[config.mk]
export PLATFORM = sky130hd
export DESIGN_NAME = mem_arbiter
export DESIGN_NICKNAME = d
export VERILOG_FILES = /design/src/rtl/mem_arb_pkg.sv /design/src/rtl/mem_arb_picker.sv /design/src/rtl/mem_arbiter.sv
export SDC_FILE = /design/constraint.sdc
export NUM_CORES = 1
export LEC_CHECK = 0
export CORE_ASPECT_RATIO = 0.5
export CORE_MARGIN = 2
export CORE_UTILIZATION = 38
export DETAILED_ROUTE_END_ITERATION = 8
export HOLD_SLACK_MARGIN = 0.1
export PLACE_DENSITY = 0.77
export SETUP_SLACK_MARGIN = 0.3
export SLEW_MARGIN = 10
export SYNTH_ARGS = -nofsm -noshare
export SYNTH_HDL_FRONTEND = slang
export SYNTH_HIERARCHICAL = 1
export SYNTH_SLANG_ARGS = --single-unit
[constraint.sdc]
create_clock -name clock -period 4.3 [get_ports clock]
set_input_delay 1.075 -clock clock [delete_from_list [all_inputs] [get_ports clock]]
set_output_delay 1.075 -clock clock [all_outputs]
set_load 0.01 [all_outputs]
[src/rtl/mem_arb_pkg.sv]
// Shared types and constants for the two-port memory arbiter.
// Port 0 is instruction fetch, port 1 is load/store.
package mem_arb_pkg;

  typedef enum logic [1:0] {
    IDLE,
    SETUP,
    STROBE,
    CAPTURE
  } state_t;

  localparam logic PORT_FETCH = 1'b0;
  localparam logic PORT_DATA  = 1'b1;

  localparam int DEFAULT_DATA_WIDTH = 32;
  localparam int DEFAULT_ADDR_WIDTH = 9;

endpackage

[src/rtl/mem_arb_picker.sv]
// Grant selection between fetch and load/store ports.
// MEM_ARB_ROUND_ROBIN_EN: alternate on contention; otherwise the data port always wins.
module mem_arb_picker
  import mem_arb_pkg::*;
(
`ifdef MEM_ARB_ROUND_ROBIN_EN
  input  logic clock,
  input  logic clear,
  input  logic update,
`endif
  input  logic p0_req,
  input  logic p1_req,
  output logic grant
);

`ifdef MEM_ARB_ROUND_ROBIN_EN
  logic last_grant;

  // Starts at the data port so the first contention is given to fetch.
  always_ff @(posedge clock or posedge clear) begin
    if (clear) begin
      last_grant <= PORT_DATA;
    end else if (update) begin
      last_grant <= grant;
    end
  end

  always_comb begin
    grant = PORT_FETCH;
    if (p0_req && p1_req) begin
      grant = ~last_grant;
    end else if (p1_req) begin
      grant = PORT_DATA;
    end
  end
`else
  always_comb begin
    grant = (p1_req || !p0_req) ? PORT_DATA : PORT_FETCH;
  end
`endif

endmodule

[src/rtl/mem_arbiter.sv]
// Two-port controller for the single-port main memory: setup, one-cycle strobe, capture.
// Arbitration policy selected by MEM_ARB_ROUND_ROBIN_EN (undefined: data port has priority).
module mem_arbiter
  import mem_arb_pkg::*;
#(
  parameter int DATA_WIDTH = DEFAULT_DATA_WIDTH,
  parameter int ADDR_WIDTH = DEFAULT_ADDR_WIDTH
) (
  input  logic                  clock,
  input  logic                  clear,
  input  logic                  p0_req,
  input  logic [ADDR_WIDTH-1:0] p0_addr,
  output logic                  p0_ack,
  output logic [DATA_WIDTH-1:0] p0_rdata,
  input  logic                  p1_req,
  input  logic                  p1_we,
  input  logic [ADDR_WIDTH-1:0] p1_addr,
  input  logic [DATA_WIDTH-1:0] p1_wdata,
  output logic                  p1_ack,
  output logic [DATA_WIDTH-1:0] p1_rdata,
  output logic                  mem_read,
  output logic                  mem_write,
  output logic                  mem_enable,
  output logic [ADDR_WIDTH-1:0] mem_address,
  output logic [DATA_WIDTH-1:0] mem_data_in,
  input  logic [DATA_WIDTH-1:0] mem_data_out,
  output logic                  busy
);

  state_t                state_reg, state_next;
  logic                  grant_reg, grant_next;
  logic                  we_reg, we_next;
  logic [ADDR_WIDTH-1:0] addr_reg, addr_next;
  logic [DATA_WIDTH-1:0] wdata_reg, wdata_next;
  logic                  pick;
  logic                  take;
  logic                  capture;

  assign take    = (state_reg == IDLE) && (p0_req || p1_req);
  assign capture = (state_reg == CAPTURE);
  assign busy    = (state_reg != IDLE);

  mem_arb_picker u_picker (
`ifdef MEM_ARB_ROUND_ROBIN_EN
    .clock  (clock),
    .clear  (clear),
    .update (take),
`endif
    .p0_req (p0_req),
    .p1_req (p1_req),
    .grant  (pick)
  );

  always_comb begin
    state_next = state_reg;
    grant_next = grant_reg;
    we_next    = we_reg;
    addr_next  = addr_reg;
    wdata_next = wdata_reg;
    case (state_reg)
      IDLE: begin
        if (take) begin
          state_next = SETUP;
          grant_next = pick;
          if (pick == PORT_DATA) begin
            we_next    = p1_we;
            addr_next  = p1_addr;
            wdata_next = p1_wdata;
          end else begin
            we_next    = 1'b0;
            addr_next  = p0_addr;
            wdata_next = '0;
          end
        end
      end
      SETUP:   state_next = STROBE;
      STROBE:  state_next = CAPTURE;
      CAPTURE: state_next = IDLE;
      default: state_next = IDLE;
    endcase
  end

  // Memory-side outputs are registered from the next-state view so they
  // change on the same edge the FSM enters the corresponding phase.
  always_ff @(posedge clock or posedge clear) begin
    if (clear) begin
      state_reg   <= IDLE;
      grant_reg   <= 1'b0;
      we_reg      <= 1'b0;
      addr_reg    <= '0;
      wdata_reg   <= '0;
      mem_read    <= 1'b0;
      mem_write   <= 1'b0;
      mem_enable  <= 1'b0;
      mem_address <= '0;
      mem_data_in <= '0;
      p0_ack      <= 1'b0;
      p1_ack      <= 1'b0;
      p0_rdata    <= '0;
      p1_rdata    <= '0;
    end else begin
      state_reg   <= state_next;
      grant_reg   <= grant_next;
      we_reg      <= we_next;
      addr_reg    <= addr_next;
      wdata_reg   <= wdata_next;
      mem_enable  <= (state_next == STROBE);
      mem_read    <= (state_next != IDLE) && !we_next;
      mem_write   <= (state_next != IDLE) && we_next;
      mem_address <= addr_next;
      mem_data_in <= wdata_next;
      p0_ack      <= capture && (grant_reg == PORT_FETCH);
      p1_ack      <= capture && (grant_reg == PORT_DATA);
      if (capture && (grant_reg == PORT_FETCH)) begin
        p0_rdata <= mem_data_out;
      end
      if (capture && (grant_reg == PORT_DATA) && !we_reg) begin
        p1_rdata <= mem_data_out;
      end
    end
  end

endmodule

==> impl_table.tex, run 1 <==
\begin{tabular}{lr}
\hline
Metric & Value \\
\hline
\multicolumn{2}{l}{\textbf{Cells and area}} \\
Net count of the finished layout & 637 \\
Ant diodes & 0 \\
Share of final-layout standard cells stronger than drive strength 1 & 19.0\% \\
Final cell count without fillers & 723 \\
Count of filler cells inserted in the layout & 949 \\
Final core occ & 61.6\% \\
Layout overhead on the synthesized area & 58.6\% \\
\multicolumn{2}{l}{\textbf{STA}} \\
Setup violations, final & 0 \\
Worst-margin pin slew & 960 ps \\
Fin Hold WS & 479 ps \\
Setup clock skew after layout & 8.06 ps \\
Fin crit share & 65.7\% \\
Minimum period implied by the final worst setup slack & 2830 ps \\
Max Clock Freq & 354 MHz \\
Setup repair after global routing missed its margin & no \\
Final hold violation count & 0 \\
TNS Setup & 0 ps \\
Rel. slew slack & 36.0\% \\
Count of final max-slew check failures & 0 \\
\multicolumn{2}{l}{\textbf{Synth}} \\
Netlist area before placement & 4580 um2 \\
Number of different library cells in the post-synthesis netlist & 21 \\
Most common flop cell mapped by yosys & sky130\_fd\_sc\_hd\_\_dfrtp\_1 \\
Number of warnings printed during yosys synthesis & 6 \\
Top-area cell type share of the netlist area & 62.3\% \\
Library cell with the largest summed area after synthesis & sky130\_fd\_sc\_hd\_\_dfrtp\_1 \\
Number of standard cells after synthesis & 345 \\
Post-synthesis async set-or-reset flop share & 100\% \\
Top post-synthesis cells by area & sky130\_fd\_sc\_hd\_\_dfrtp\_1, sky130\_fd\_sc\_hd\_\_mux2\_4, sky130\_fd\_sc\_hd\_\_mux2\_2 \\
Post-Synthesis Net Count & 437 \\
Post-synth EDFFs & 0 \\
Mapped Avg Cell Area & 13.3 um2 \\
Part of the Yosys area used for sequential elements & 62.3\% \\
Number of register bits inferred by synthesis & 114 \\
\multicolumn{2}{l}{\textbf{Route}} \\
Ratio of routed vias to standard cells & 4.53 \\
Total number of vias & 3276 \\
Number of remaining DRC errors & 0 \\
Number of antenna-violating nets in the routed design & 0 \\
Number of optimization iterations in the first detailed-route pass & 4 \\
Initial DRC count & 195 \\
Routed WL & 11500 um \\
Wire per inst & 15.8 um \\
\multicolumn{2}{l}{\textbf{Die}} \\
Count of standard-cell rows & 28 \\
Number of top-level pins & 198 \\
Width of the die & 159 um \\
Area of the die & 13000 um2 \\
Core ar. & 11800 um2 \\
Initial core utilization & 38.9\% \\
Vertical die dimension & 81.6 um \\
\multicolumn{2}{l}{\textbf{Global route}} \\
Via count of the first global-routing pass & 3301 \\
GR Util met3 & 4.09\% \\
Met1 usage in global routing & 20.5\% \\
Maximum number of pins on one net before global-route repair & 44 \\
GR peak layer & met2 \\
Global-route wire length before repair & 17600 um \\
Initial antenna violation count & 0 \\
GR Overflow Total & 0 \\
Total routing resource utilization after global routing & 17.6\% \\
Global Route met2 Usage & 31.8\% \\
\multicolumn{2}{l}{\textbf{Power and ir drop}} \\
Tot Pwr & 5.65 mW \\
Leakage power & 3.29 nW \\
IR Drop Worst-Case VDD & 0.000327 V \\
Power per cell area & 779 nW/um2 \\
\multicolumn{2}{l}{\textbf{Place}} \\
Post-DP HPWL & 8020 um \\
Number of instances in the placed design & 691 \\
Final estimated routing congestion in global placement & 0.757 \\
Total of buffers placed on input and output ports & 197 \\
\multicolumn{2}{l}{\textbf{Clocking}} \\
Reg clk slew, reported paths & 50 ps \\
Post\_cts resized & 0 \\
Buffers from clock root to sink, at most & 2 \\
Number of sinks driven by the clock tree & 114 \\
Clock tree from TritonCTS & built \\
Clock latency on the worst-skew pair & 400 ps \\
CTS Hold Buffers Added & 0 \\
Postcts setup bufs & 0 \\
H-Tree Level Count & 4 \\
Inserted Clock Buffers & 17 \\
Root buffer cell & sky130\_fd\_sc\_hd\_\_clkbuf\_16 \\
\multicolumn{2}{l}{\textbf{Critical path}} \\
CP required & 3220 ps \\
Crit path max fanout & 4 \\
Crit. End Element & output pin \\
Critical setup path kind & reg2out \\
Crit path arrival time & 1750 ps \\
Startpoint kind of the worst setup timing path & flip-flop \\
\multicolumn{2}{l}{\textbf{Worst hold path}} \\
Min-delay worst type & reg2reg \\
\multicolumn{2}{l}{\textbf{Run status}} \\
Outcome & finished, final reports clean \\
\multicolumn{2}{l}{\textbf{Job}} \\
Number of max-capacitance violations reported & 0 \\
\hline
\end{tabular}
routing by layer:
layer,vias to the layer above,part of all wire (%)
met1,1616,41
met4,0,2.2
met2,81,53
li1,1557,-
met3,22,3.4
met5,-,0
cell families after synthesis:
group / share of synthesized area (%)
DFF: 62.3
and+or+nand+nor: 6.83
muxes: 20.6
AOI/OAI and AO/OA: 5.19
buffers and inverters: 3.64
adders and majority gates: 1.37
worst max-delay path, cell delays in order (launching register included):
cell	delay [ps]
sky130_fd_sc_hd__dfrtp_1	370
sky130_fd_sc_hd__inv_1	100
sky130_fd_sc_hd__ha_1	270
sky130_fd_sc_hd__inv_1	70
sky130_fd_sc_hd__clkdlybuf4s50_1	530
Yosys cell counts (2+ instances only):
cell and number:
sky130_fd_sc_hd__inv_1 6, sky130_fd_sc_hd__nand2_1 74, sky130_fd_sc_hd__mux2_1 2, sky130_fd_sc_hd__buf_2 7
sky130_fd_sc_hd__buf_6 7, sky130_fd_sc_hd__clkbuf_1 6, sky130_fd_sc_hd__nand2b_1 2, sky130_fd_sc_hd__mux2_4 30
sky130_fd_sc_hd__mux2_2 33, sky130_fd_sc_hd__dfrtp_1 114, sky130_fd_sc_hd__ha_1 5, sky130_fd_sc_hd__o21ai_0 41
sky130_fd_sc_hd__mux2i_1 10
power by group:
| group | total, mW | switching [mW] | internal (mW) |
|---|---|---|---|
| combinational | 2.42 | 0.962 | 1.46 |
| sequential | 1.87 | 0.268 | 1.60 |
| clock | 1.36 | 0.499 | 0.862 |
| total | 5.65 | 1.73 | 3.92 |
final timing paths:
kind                          startpoint  slack [ps]  cells after the start             to
min reg2reg                wdata_reg[20]         480                      2  wdata_reg[20]
min                        wdata_reg[20]         480                      2  wdata_reg[20]
max in group asynchronous          clear        2390                      3   p1_rdata[14]
min in group asynchronous          clear        1170                      2    p0_rdata[8]
max reg2reg                 state_reg[0]        2470                      4   p1_rdata[30]
max                         state_reg[0]        1470                      4           busy
placed cells by master (no fill, tap or decap), types with 2 or more instances in the layout:
cell type / netlist / final
sky130_fd_sc_hd__nand2b_2: 0 / 2
sky130_fd_sc_hd__mux2i_1: 10 / 10
sky130_fd_sc_hd__clkinv_4: 0 / 2
sky130_fd_sc_hd__bufinv_16: 0 / 2
sky130_fd_sc_hd__clkinv_2: 0 / 5
sky130_fd_sc_hd__mux2_1: 2 / 2
sky130_fd_sc_hd__o21ai_0: 41 / 41
sky130_fd_sc_hd__mux2_2: 33 / 33
sky130_fd_sc_hd__ha_1: 5 / 5
sky130_fd_sc_hd__mux2_4: 30 / 30
sky130_fd_sc_hd__buf_4: 1 / 4
sky130_fd_sc_hd__dfrtp_1: 114 / 114
sky130_fd_sc_hd__clkinvlp_4: 0 / 6
sky130_fd_sc_hd__nand2_1: 74 / 74
sky130_fd_sc_hd__clkdlybuf4s50_1: 0 / 197
sky130_fd_sc_hd__clkbuf_16: 0 / 17
sky130_fd_sc_hd__inv_1: 6 / 5
through the flow:
| stage | setup WS (ps) | instance area, um2 |
|---|---|---|
| 2_1_floorplan | 1840 | 4580 |
| 4_1_cts | 1460 | 7260 |
| 3_3_place_gp | 1310 | 6680 |
| 3_5_place_dp | 1290 | 6680 |
| 5_1_grt | 1390 | 7260 |
| 6_report | 1470 | 7260 |
layout make-up:
class | instances | area (um2) | area share, %
tap | 165 | 206 | 2.84
inverter | 6 | 26.3 | 0.362
timing repair buffer | 202 | 2020 | 27.9
clock buffer | 18 | 439 | 6.05
multi-input combinational | 204 | 1570 | 21.6
sequential | 114 | 2850 | 39.3
clock inverter | 14 | 140 | 1.93
No activity file was read; power rests on OpenSTA's default activity.
==> run 2, diff against run 1 <==
- CORE_UTILIZATION: 38 -> 42
- PLACE_DENSITY: 0.77 -> 0.81
- clock period: 4.3 -> 2.7 ns (I/O delays scaled with it)
==> run 2 against run 1 <==
Sequential power grew 60%. Global-route usage grew 3.4 points. Final area grew 0.83%. First-iteration DRC count shrank 35%. Cell count shrank 2.8%. Via count grew 3.4%. Highest routed layer unchanged. Routed wire length grew 3.4%. Hold slack lost 4.0 ps. Largest power group unchanged.
==> impl_table.tex, run 2 (same netlist as run 1, synthesis figures left out) <==
\begin{tabular}{lr}
\hline
Metric & Value \\
\hline
\multicolumn{2}{l}{\textbf{Critical path}} \\
Biggest cell delay along the critical path & 400 ps \\
Critical setup path kind & reg2out \\
Crit. End Element & output pin \\
Crit-path most repeated cell & sky130\_fd\_sc\_hd\_\_inv\_1 \\
Crit path max fanout & 4 \\
Top Family by Delay on Critical Path & buffers and inverters \\
Startpoint kind of the worst setup timing path & flip-flop \\
Critical-path cell list & inv\_1 > ha\_1 > inv\_1 > dlygate4sd2\_1 \\
Slowest CP cell & sky130\_fd\_sc\_hd\_\_dfrtp\_1 \\
Crit path arrival time & 1520 ps \\
CP required & 2030 ps \\
Buffers and inverters on the worst path & 3 \\
\multicolumn{2}{l}{\textbf{STA}} \\
Fin Hold WS & 475 ps \\
Rel. slew slack & 57.8\% \\
Setup violations, final & 0 \\
TNS Setup & 0 ps \\
Fin crit share & 81.2\% \\
Max Clock Freq & 456 MHz \\
Count of final max-slew check failures & 0 \\
Minimum period implied by the final worst setup slack & 2190 ps \\
Setup repair after global routing missed its margin & no \\
Final hold violation count & 0 \\
Worst-margin pin slew & 633 ps \\
Setup clock skew after layout & 8.72 ps \\
\multicolumn{2}{l}{\textbf{Cells and area}} \\
Highest-count cells in the layout ignoring fill and taps & sky130\_fd\_sc\_hd\_\_clkdlybuf4s50\_1, sky130\_fd\_sc\_hd\_\_dfrtp\_1, sky130\_fd\_sc\_hd\_\_nand2\_1 \\
Ant diodes & 0 \\
Net count of the finished layout & 642 \\
Count of filler cells inserted in the layout & 758 \\
Layout overhead on the synthesized area & 59.9\% \\
Share of final-layout standard cells stronger than drive strength 1 & 19.5\% \\
Leading cell type in the layout, fill and taps excluded & sky130\_fd\_sc\_hd\_\_clkdlybuf4s50\_1 \\
\multicolumn{2}{l}{\textbf{Clocking}} \\
Clock tree from TritonCTS & built \\
Inserted Clock Buffers & 17 \\
Root buffer cell & sky130\_fd\_sc\_hd\_\_clkbuf\_16 \\
CTS Hold Buffers Added & 0 \\
Reg clk slew, reported paths & 60 ps \\
Clock latency on the worst-skew pair & 400 ps \\
Number of sinks driven by the clock tree & 114 \\
Buffers from clock root to sink, at most & 2 \\
H-Tree Level Count & 4 \\
\multicolumn{2}{l}{\textbf{Job}} \\
Number of max-capacitance violations reported & 0 \\
\multicolumn{2}{l}{\textbf{Global route}} \\
Via count of the first global-routing pass & 3572 \\
Maximum number of pins on one net before global-route repair & 41 \\
GR Overflow Total & 0 \\
Initial antenna violation count & 0 \\
Total routing resource utilization after global routing & 21.0\% \\
Global-route wire length before repair & 18600 um \\
\multicolumn{2}{l}{\textbf{Route}} \\
Routed WL & 11800 um \\
Initial DRC count & 126 \\
Number of remaining DRC errors & 0 \\
Wire per inst & 16.8 um \\
Total number of vias & 3387 \\
Ratio of routed vias to standard cells & 4.82 \\
Number of optimization iterations in the first detailed-route pass & 4 \\
Number of antenna-violating nets in the routed design & 0 \\
\multicolumn{2}{l}{\textbf{Die}} \\
Width of the die & 152 um \\
Initial core utilization & 44.0\% \\
Area of the die & 11800 um2 \\
Core ar. & 10400 um2 \\
Count of standard-cell rows & 26 \\
Number of top-level pins & 198 \\
Vertical die dimension & 77.8 um \\
\multicolumn{2}{l}{\textbf{Place}} \\
Final estimated routing congestion in global placement & 0.764 \\
Total of buffers placed on input and output ports & 197 \\
Post-DP HPWL & 8140 um \\
\multicolumn{2}{l}{\textbf{Power and ir drop}} \\
IR Drop Worst-Case VDD & 0.000534 V \\
Leakage power & 3.35 nW \\
Power per cell area & 1260 nW/um2 \\
\multicolumn{2}{l}{\textbf{Run status}} \\
Outcome & finished, final reports clean \\
\multicolumn{2}{l}{\textbf{Worst hold path}} \\
Min-delay worst type & reg2reg \\
\hline
\end{tabular}
==> run 2: cell types whose count changed in the layout (fill, tap and decap cells not counted), sizes merged <==
cell / before / now
dlygate4sd2: 0 / 1
clkinv: 7 / 6
clkdlybuf4s50: 197 / 196
buf: 5 / 10
clkbuf: 18 / 19
clkinvlp: 6 / 4
bufinv: 2 / 4
==> run 2: final cells by class <==
| cell class | count | area (um2) | share of cell area [%] |
|---|---|---|---|
| flip-flops and latches | 114 | 2850 | 39.0 |
| repair buffers | 207 | 2060 | 28.1 |
| multi-input cells | 204 | 1570 | 21.4 |
| clock buffers | 19 | 453 | 6.19 |
| clock inverters | 13 | 184 | 2.51 |
| well taps | 140 | 175 | 2.39 |
| inverters | 6 | 26.3 | 0.359 |
==> run 2: power breakdown <==
part,switching (mW),total [mW],leakage [nW],internal (mW)
clock network,0.804,2.40,0.305,1.59
registers,0.444,3.00,1.37,2.55
logic,1.52,3.85,1.67,2.33
total,2.77,9.24,3.35,6.47
==> run 2: stage by stage <==
step	setup WS (ps)	power (mW)	instance area (um2)	std cells	utilization, %
after floorplan	640	4.81	4580	345	-
after global placement	445	6.76	6680	671	64.2
after detailed placement	390	6.88	6680	671	64.2
after CTS	493	9.35	7320	703	70.3
after global routing	439	9.75	7320	703	70.3
final	506	9.24	7320	703	70.3
==> run 2: repair_timing <==
item / CTS / global route
resized for setup: 1 / 0
endpoints found under the setup margin: 1 / 0
setup buffers: 0 / 0
==> run 2: metal layers <==
| layer | part of all wire (%) | vias up | track usage, % |
|---|---|---|---|
| met2 | 52 | 105 | 35.2 |
| li1 | - | 1565 | - |
| met4 | 3.4 | 0 | 11.2 |
| met1 | 40 | 1684 | 24.8 |
| met3 | 4.8 | 33 | 5.71 |
| met5 | 0 | - | 0 |
==> run 2: worst min-delay path, cell delays in order (launching register included) <==
cell and delay (ps):
sky130_fd_sc_hd__dfrtp_1 340, sky130_fd_sc_hd__nand2_1 40, sky130_fd_sc_hd__o21ai_0 60
==> run 2: path summary, 6_finish.rpt <==
path	slack [ps]	startpoint	end	cells after the start
setup reg to reg	840	state_reg[0]	p1_rdata[30]	4
hold reg to reg	480	wdata_reg[13]	wdata_reg[13]	2
setup / recovery	510	state_reg[0]	busy	4
max in group asynchronous	1280	clear	wdata_reg[14]	3
min in group asynchronous	670	clear	p0_rdata[4]	2
hold / removal	480	wdata_reg[13]	wdata_reg[13]	2
==> run 3, diff against run 2 <==
- CORE_UTILIZATION: 42 -> 38
- PLACE_DENSITY: 0.81 -> 0.77
- clock period: 2.7 -> 1.8 ns (I/O delays scaled with it)
==> run 3 against run 2 <==
Critical path depth unchanged. Global-route usage down 2.3 points. Clock skew down 1.3 ps. Via count up 0.30%. Count of clock-buffer cells in the layout up 2. Utilization down 8.2 points. Largest power group unchanged.
==> impl_table.tex, run 3 (same netlist as run 1, synthesis figures left out) <==
\begin{tabular}{lr}
\hline
Metric & Value \\
\hline
\multicolumn{2}{l}{\textbf{Die}} \\
Count of standard-cell rows & 28 \\
Vertical die dimension & 81.6 um \\
Initial core utilization & 38.9\% \\
Number of top-level pins & 198 \\
Core ar. & 11800 um2 \\
Width of the die & 159 um \\
Area of the die & 13000 um2 \\
\multicolumn{2}{l}{\textbf{Global route}} \\
Total routing resource utilization after global routing & 18.7\% \\
Global-route wire length before repair & 18700 um \\
Via count of the first global-routing pass & 3533 \\
Initial antenna violation count & 0 \\
Maximum number of pins on one net before global-route repair & 60 \\
GR Overflow Total & 0 \\
\multicolumn{2}{l}{\textbf{STA}} \\
Setup repair after global routing missed its margin & yes \\
TNS Setup & 0 ps \\
Slack of the critical path & 168 ps \\
Worst-margin pin slew & 472 ps \\
Count of final max-slew check failures & 0 \\
Max Clock Freq & 613 MHz \\
Final hold violation count & 0 \\
Fin crit share & 90.6\% \\
Minimum period implied by the final worst setup slack & 1630 ps \\
Rel. slew slack & 68.5\% \\
Setup violations, final & 0 \\
Setup clock skew after layout & 7.39 ps \\
\multicolumn{2}{l}{\textbf{Critical path}} \\
Startpoint kind of the worst setup timing path & flip-flop \\
CP required & 1350 ps \\
Flop-to-flop setup slack & 180 ps \\
Slowest CP cell & sky130\_fd\_sc\_hd\_\_dfrtp\_1 \\
Crit-path most repeated cell & sky130\_fd\_sc\_hd\_\_inv\_2 \\
Crit path arrival time & 1180 ps \\
Biggest cell delay along the critical path & 390 ps \\
Critical setup path kind & reg2out \\
Critical-path cell list & inv\_2 > ha\_4 > inv\_2 > buf\_6 \\
Crit path max fanout & 3 \\
Crit. End Element & output pin \\
\multicolumn{2}{l}{\textbf{Place}} \\
Final estimated routing congestion in global placement & 0.781 \\
Post-DP HPWL & 8480 um \\
Total of buffers placed on input and output ports & 197 \\
Placement Cell Area & 6840 um2 \\
Pre-CTS WS & -31.9 ps \\
\multicolumn{2}{l}{\textbf{Power and ir drop}} \\
Power per cell area & 1790 nW/um2 \\
Tot Pwr & 13.1 mW \\
IR Drop Worst-Case VDD & 0.000796 V \\
Leakage power & 3.53 nW \\
\multicolumn{2}{l}{\textbf{Clocking}} \\
Inserted Clock Buffers & 17 \\
Clock latency on the worst-skew pair & 400 ps \\
CTS Hold Buffers Added & 0 \\
H-Tree Level Count & 4 \\
Root buffer cell & sky130\_fd\_sc\_hd\_\_clkbuf\_16 \\
Reg clk slew, reported paths & 50 ps \\
Buffers from clock root to sink, at most & 2 \\
Number of sinks driven by the clock tree & 114 \\
Clock tree from TritonCTS & built \\
\multicolumn{2}{l}{\textbf{Cells and area}} \\
Leading cell type in the layout, fill and taps excluded & sky130\_fd\_sc\_hd\_\_dfrtp\_1 \\
Layout overhead on the synthesized area & 59.6\% \\
Share of final-layout standard cells stronger than drive strength 1 & 34.4\% \\
Final non-filler cell area & 7300 um2 \\
Ant diodes & 0 \\
Net count of the finished layout & 661 \\
Highest-count cells in the layout ignoring fill and taps & sky130\_fd\_sc\_hd\_\_dfrtp\_1, sky130\_fd\_sc\_hd\_\_clkdlybuf4s50\_1, sky130\_fd\_sc\_hd\_\_nand2\_1 \\
\multicolumn{2}{l}{\textbf{Route}} \\
Wire per inst & 16.3 um \\
Routed WL & 12200 um \\
Ratio of routed vias to standard cells & 4.55 \\
Number of remaining DRC errors & 0 \\
Total number of vias & 3397 \\
Number of antenna-violating nets in the routed design & 0 \\
Number of optimization iterations in the first detailed-route pass & 4 \\
Initial DRC count & 162 \\
\multicolumn{2}{l}{\textbf{Job}} \\
Number of max-capacitance violations reported & 0 \\
\multicolumn{2}{l}{\textbf{Run status}} \\
Outcome & finished, final reports clean \\
\multicolumn{2}{l}{\textbf{Worst hold path}} \\
Min-delay worst type & reg2reg \\
\hline
\end{tabular}
-- run 3: changes by cell type in the layout (fill, tap and decap cells not counted), moves of 7 or more --
| cell | before | now |
|---|---|---|
| sky130_fd_sc_hd__buf_4 | 9 | 16 |
| sky130_fd_sc_hd__clkbuf_2 | 0 | 55 |
| sky130_fd_sc_hd__clkdlybuf4s50_1 | 196 | 86 |
| sky130_fd_sc_hd__clkdlybuf4s15_1 | 0 | 44 |
| sky130_fd_sc_hd__clkdlybuf4s15_2 | 0 | 7 |
| sky130_fd_sc_hd__buf_12 | 1 | 8 |
-- run 3: timing repair --
action,CTS,global route
setup endpoints to repair,160,125
gates cloned,2,0
buffers inserted,4,3
pin swaps,1,1
resized for setup,246,68
-- run 3: per-layer routing --
metal	share of wire [%]	vias up	wire length, um	GRT usage (%)
li1	-	1608	-	-
met1	41	1694	4950	22.1
met2	54	76	6570	34.2
met3	3.2	19	393	3.94
met4	2.0	0	244	8.00
met5	0	-	0	0
-- run 3: area by class of cell --
type,instances,area [um2]
repair buffers,226,2060
inverters,6,26.3
flip-flops and latches,114,2850
clock buffers,21,460
clock inverters,11,87.6
well taps,165,206
fillers,925,4470
multi-input cells,204,1610
-- run 3: path summary, 6_finish.rpt --
kind	startpoint	end	cells past startpoint
min in group asynchronous	clear	wdata_reg[15]	3
min reg2reg	wdata_reg[24]	wdata_reg[24]	2
max	state_reg[1]	busy	4
max reg2reg	state_reg[1]	p1_rdata[29]	7
max in group asynchronous	clear	mem_read	3
min	wdata_reg[24]	wdata_reg[24]	2
-- run 3: where the power goes --
group	internal, mW	switching, mW
Clock	1.95	1.15
Combinational	3.04	2.48
Sequential	3.83	0.653
-- run 3: critical path: cells and delay by family, from the launching register on --
family,cells,cell delay (ps)
flip-flops,1,390
buffers and inverters,3,240
adder cells (fa/ha/maj),1,150
-- run 3: metrics by stage --
stage | hold slack [ps] | utilization, % | instances
after floorplan | 485 | - | 345
after global placement | 462 | 58.1 | 706
after detailed placement | 470 | 58.1 | 706
after CTS | 482 | 64.0 | 744
after global routing | 505 | 62.0 | 747
final | 477 | 62.0 | 747
==> RTL edit, RTL diff (flow settings as in run 2) <==
`DEFAULT_DATA_WIDTH`: 32 -> 40.
--- a/src/rtl/mem_arb_pkg.sv
+++ b/src/rtl/mem_arb_pkg.sv
@@ -12,7 +12,7 @@
   localparam logic PORT_FETCH = 1'b0;
   localparam logic PORT_DATA  = 1'b1;
 
-  localparam int DEFAULT_DATA_WIDTH = 32;
+  localparam int DEFAULT_DATA_WIDTH = 40;
   localparam int DEFAULT_ADDR_WIDTH = 9;
 
 endpackage
Ports: changed (5 resized); port bits go from 198 to 238. No check against the original RTL was run, so the function may have changed too.
==> RTL edit against run 2 <==
- first-iteration DRC count up 25%
- routed wire length up 19%
- power up 19%
- register-to-register slack about the same
- sequential cell count up 24
- final area up 21%
- non-clock buffer count up 39
- worst setup slack better by 1.8 ps
- area after synthesis up 24%
==> RTL edit: results (changes against run 2) <==
{
  "status": {
    "run_status": "finished, final reports clean"
  },
  "cells_and_area": {
    "number_of_non_clock_buffers": {"value": 246, "change": "+19%"},
    "number_of_nets_at_the_end_of_the_flow": {"value": 761, "change": "+19%"},
    "signal_buffer_area_fraction": {"value": 28.2, "unit": "%", "change": "+0.048 points"},
    "seq_area": {"value": 3450, "unit": "µm²", "change": "+21%"},
    "multiInputCombCellCount": {"value": 244, "change": "+20%"},
    "seq_share": {"value": 39.1, "unit": "%", "change": "+0.11 points"},
    "fill_cells": {"value": 933, "change": "+23%"},
    "final_layout_size_suffix_gt1_share": {"value": 18.7, "unit": "%", "change": "-0.86 points"}
  },
  "yosys": {
    "synthDistinctLibCells": {"value": 22, "change": "+4.8%"},
    "synth_compound_area_share": {"value": 4.82, "unit": "%", "change": "-0.38 points"},
    "post_synthesis_adder_cell_area_fraction": {"value": 1.10, "unit": "%", "change": "-0.27 points"},
    "synth_mux_area_share": {"value": 23.0, "unit": "%", "change": "+2.4 points"}
  },
  "global_route": {
    "wire_length_of_the_first_global_routing_pass": {"value": 22500, "unit": "µm", "change": "+21%"},
    "grt_pass1_vias": {"value": 4171, "change": "+17%"}
  },
  "placement": {
    "placed_area": {"value": 8220, "unit": "µm²", "change": "+23%"},
    "buffer_ports.inserted": {"value": 237, "change": "+20%"},
    "place_worst_setup_slack": {"value": 543, "unit": "ps", "change": "+153 ps"},
    "gp_congestion": {"value": 0.803, "change": "+5.2%"}
  },
  "pwr": {
    "pwr-share-seq": {"value": 33.1, "unit": "%", "change": "+0.7 points"},
    "ir_drop": {"value": 0.000613, "unit": "V", "change": "+15%"},
    "switching_power": {"value": 3.32, "unit": "mW", "change": "+20%"}
  },
  "critical_path": {
    "worst_reg2reg_path_length_in_cells": {"value": 5, "change": "+1"}
  },
  "drt": {
    "wl_per_cell": {"value": 16.8, "unit": "µm", "change": "about the same"},
    "initialDrtViolationCount": {"value": 158, "change": "+25%"},
    "via_per_instance_ratio": {"value": 4.69, "change": "-2.7%"}
  },
  "sta": {
    "clock-skew-final": {"value": 8.92, "unit": "ps", "change": "+0.197 ps"}
  }
}
-- RTL edit: metrics by stage --
stage | std cells | power (mW)
floorplan | 414 | 6.11
global placement | 804 | 8.52
detailed placement | 804 | 8.65
CTS | 834 | 11.2
global route | 834 | 11.6
finish | 834 | 11.0
-- RTL edit: routing by layer --
metal  share of wire, %  track usage (%)  wire [µm]  vias to the layer above
li1                   -                -          -                     1861
met1                 42             24.0       5860                     1898
met2                 51             34.7       7180                      124
met3                4.5             5.84        637                       25
met4                2.6             7.60        371                        0
met5                  0                0          0                        -
-- RTL edit: how the worst max path moves through the flow --
stage	from	end	slack, ps	cells after the start
final	state_reg[0]	busy	510	4
after global routing	state_reg[0]	busy	430	4
after CTS	state_reg[0]	busy	470	4
after detailed placement	p1_req	addr_reg[1]	540	5
after global placement	p1_req	addr_reg[8]	570	5
after floorplan	clear	addr_reg[0]	300	1
-- RTL edit: repair_timing --
item                       4_1_cts  5_1_grt
setup endpoints to repair        1        0
hold endpoints to repair         0        0
gates resized for setup          1        0
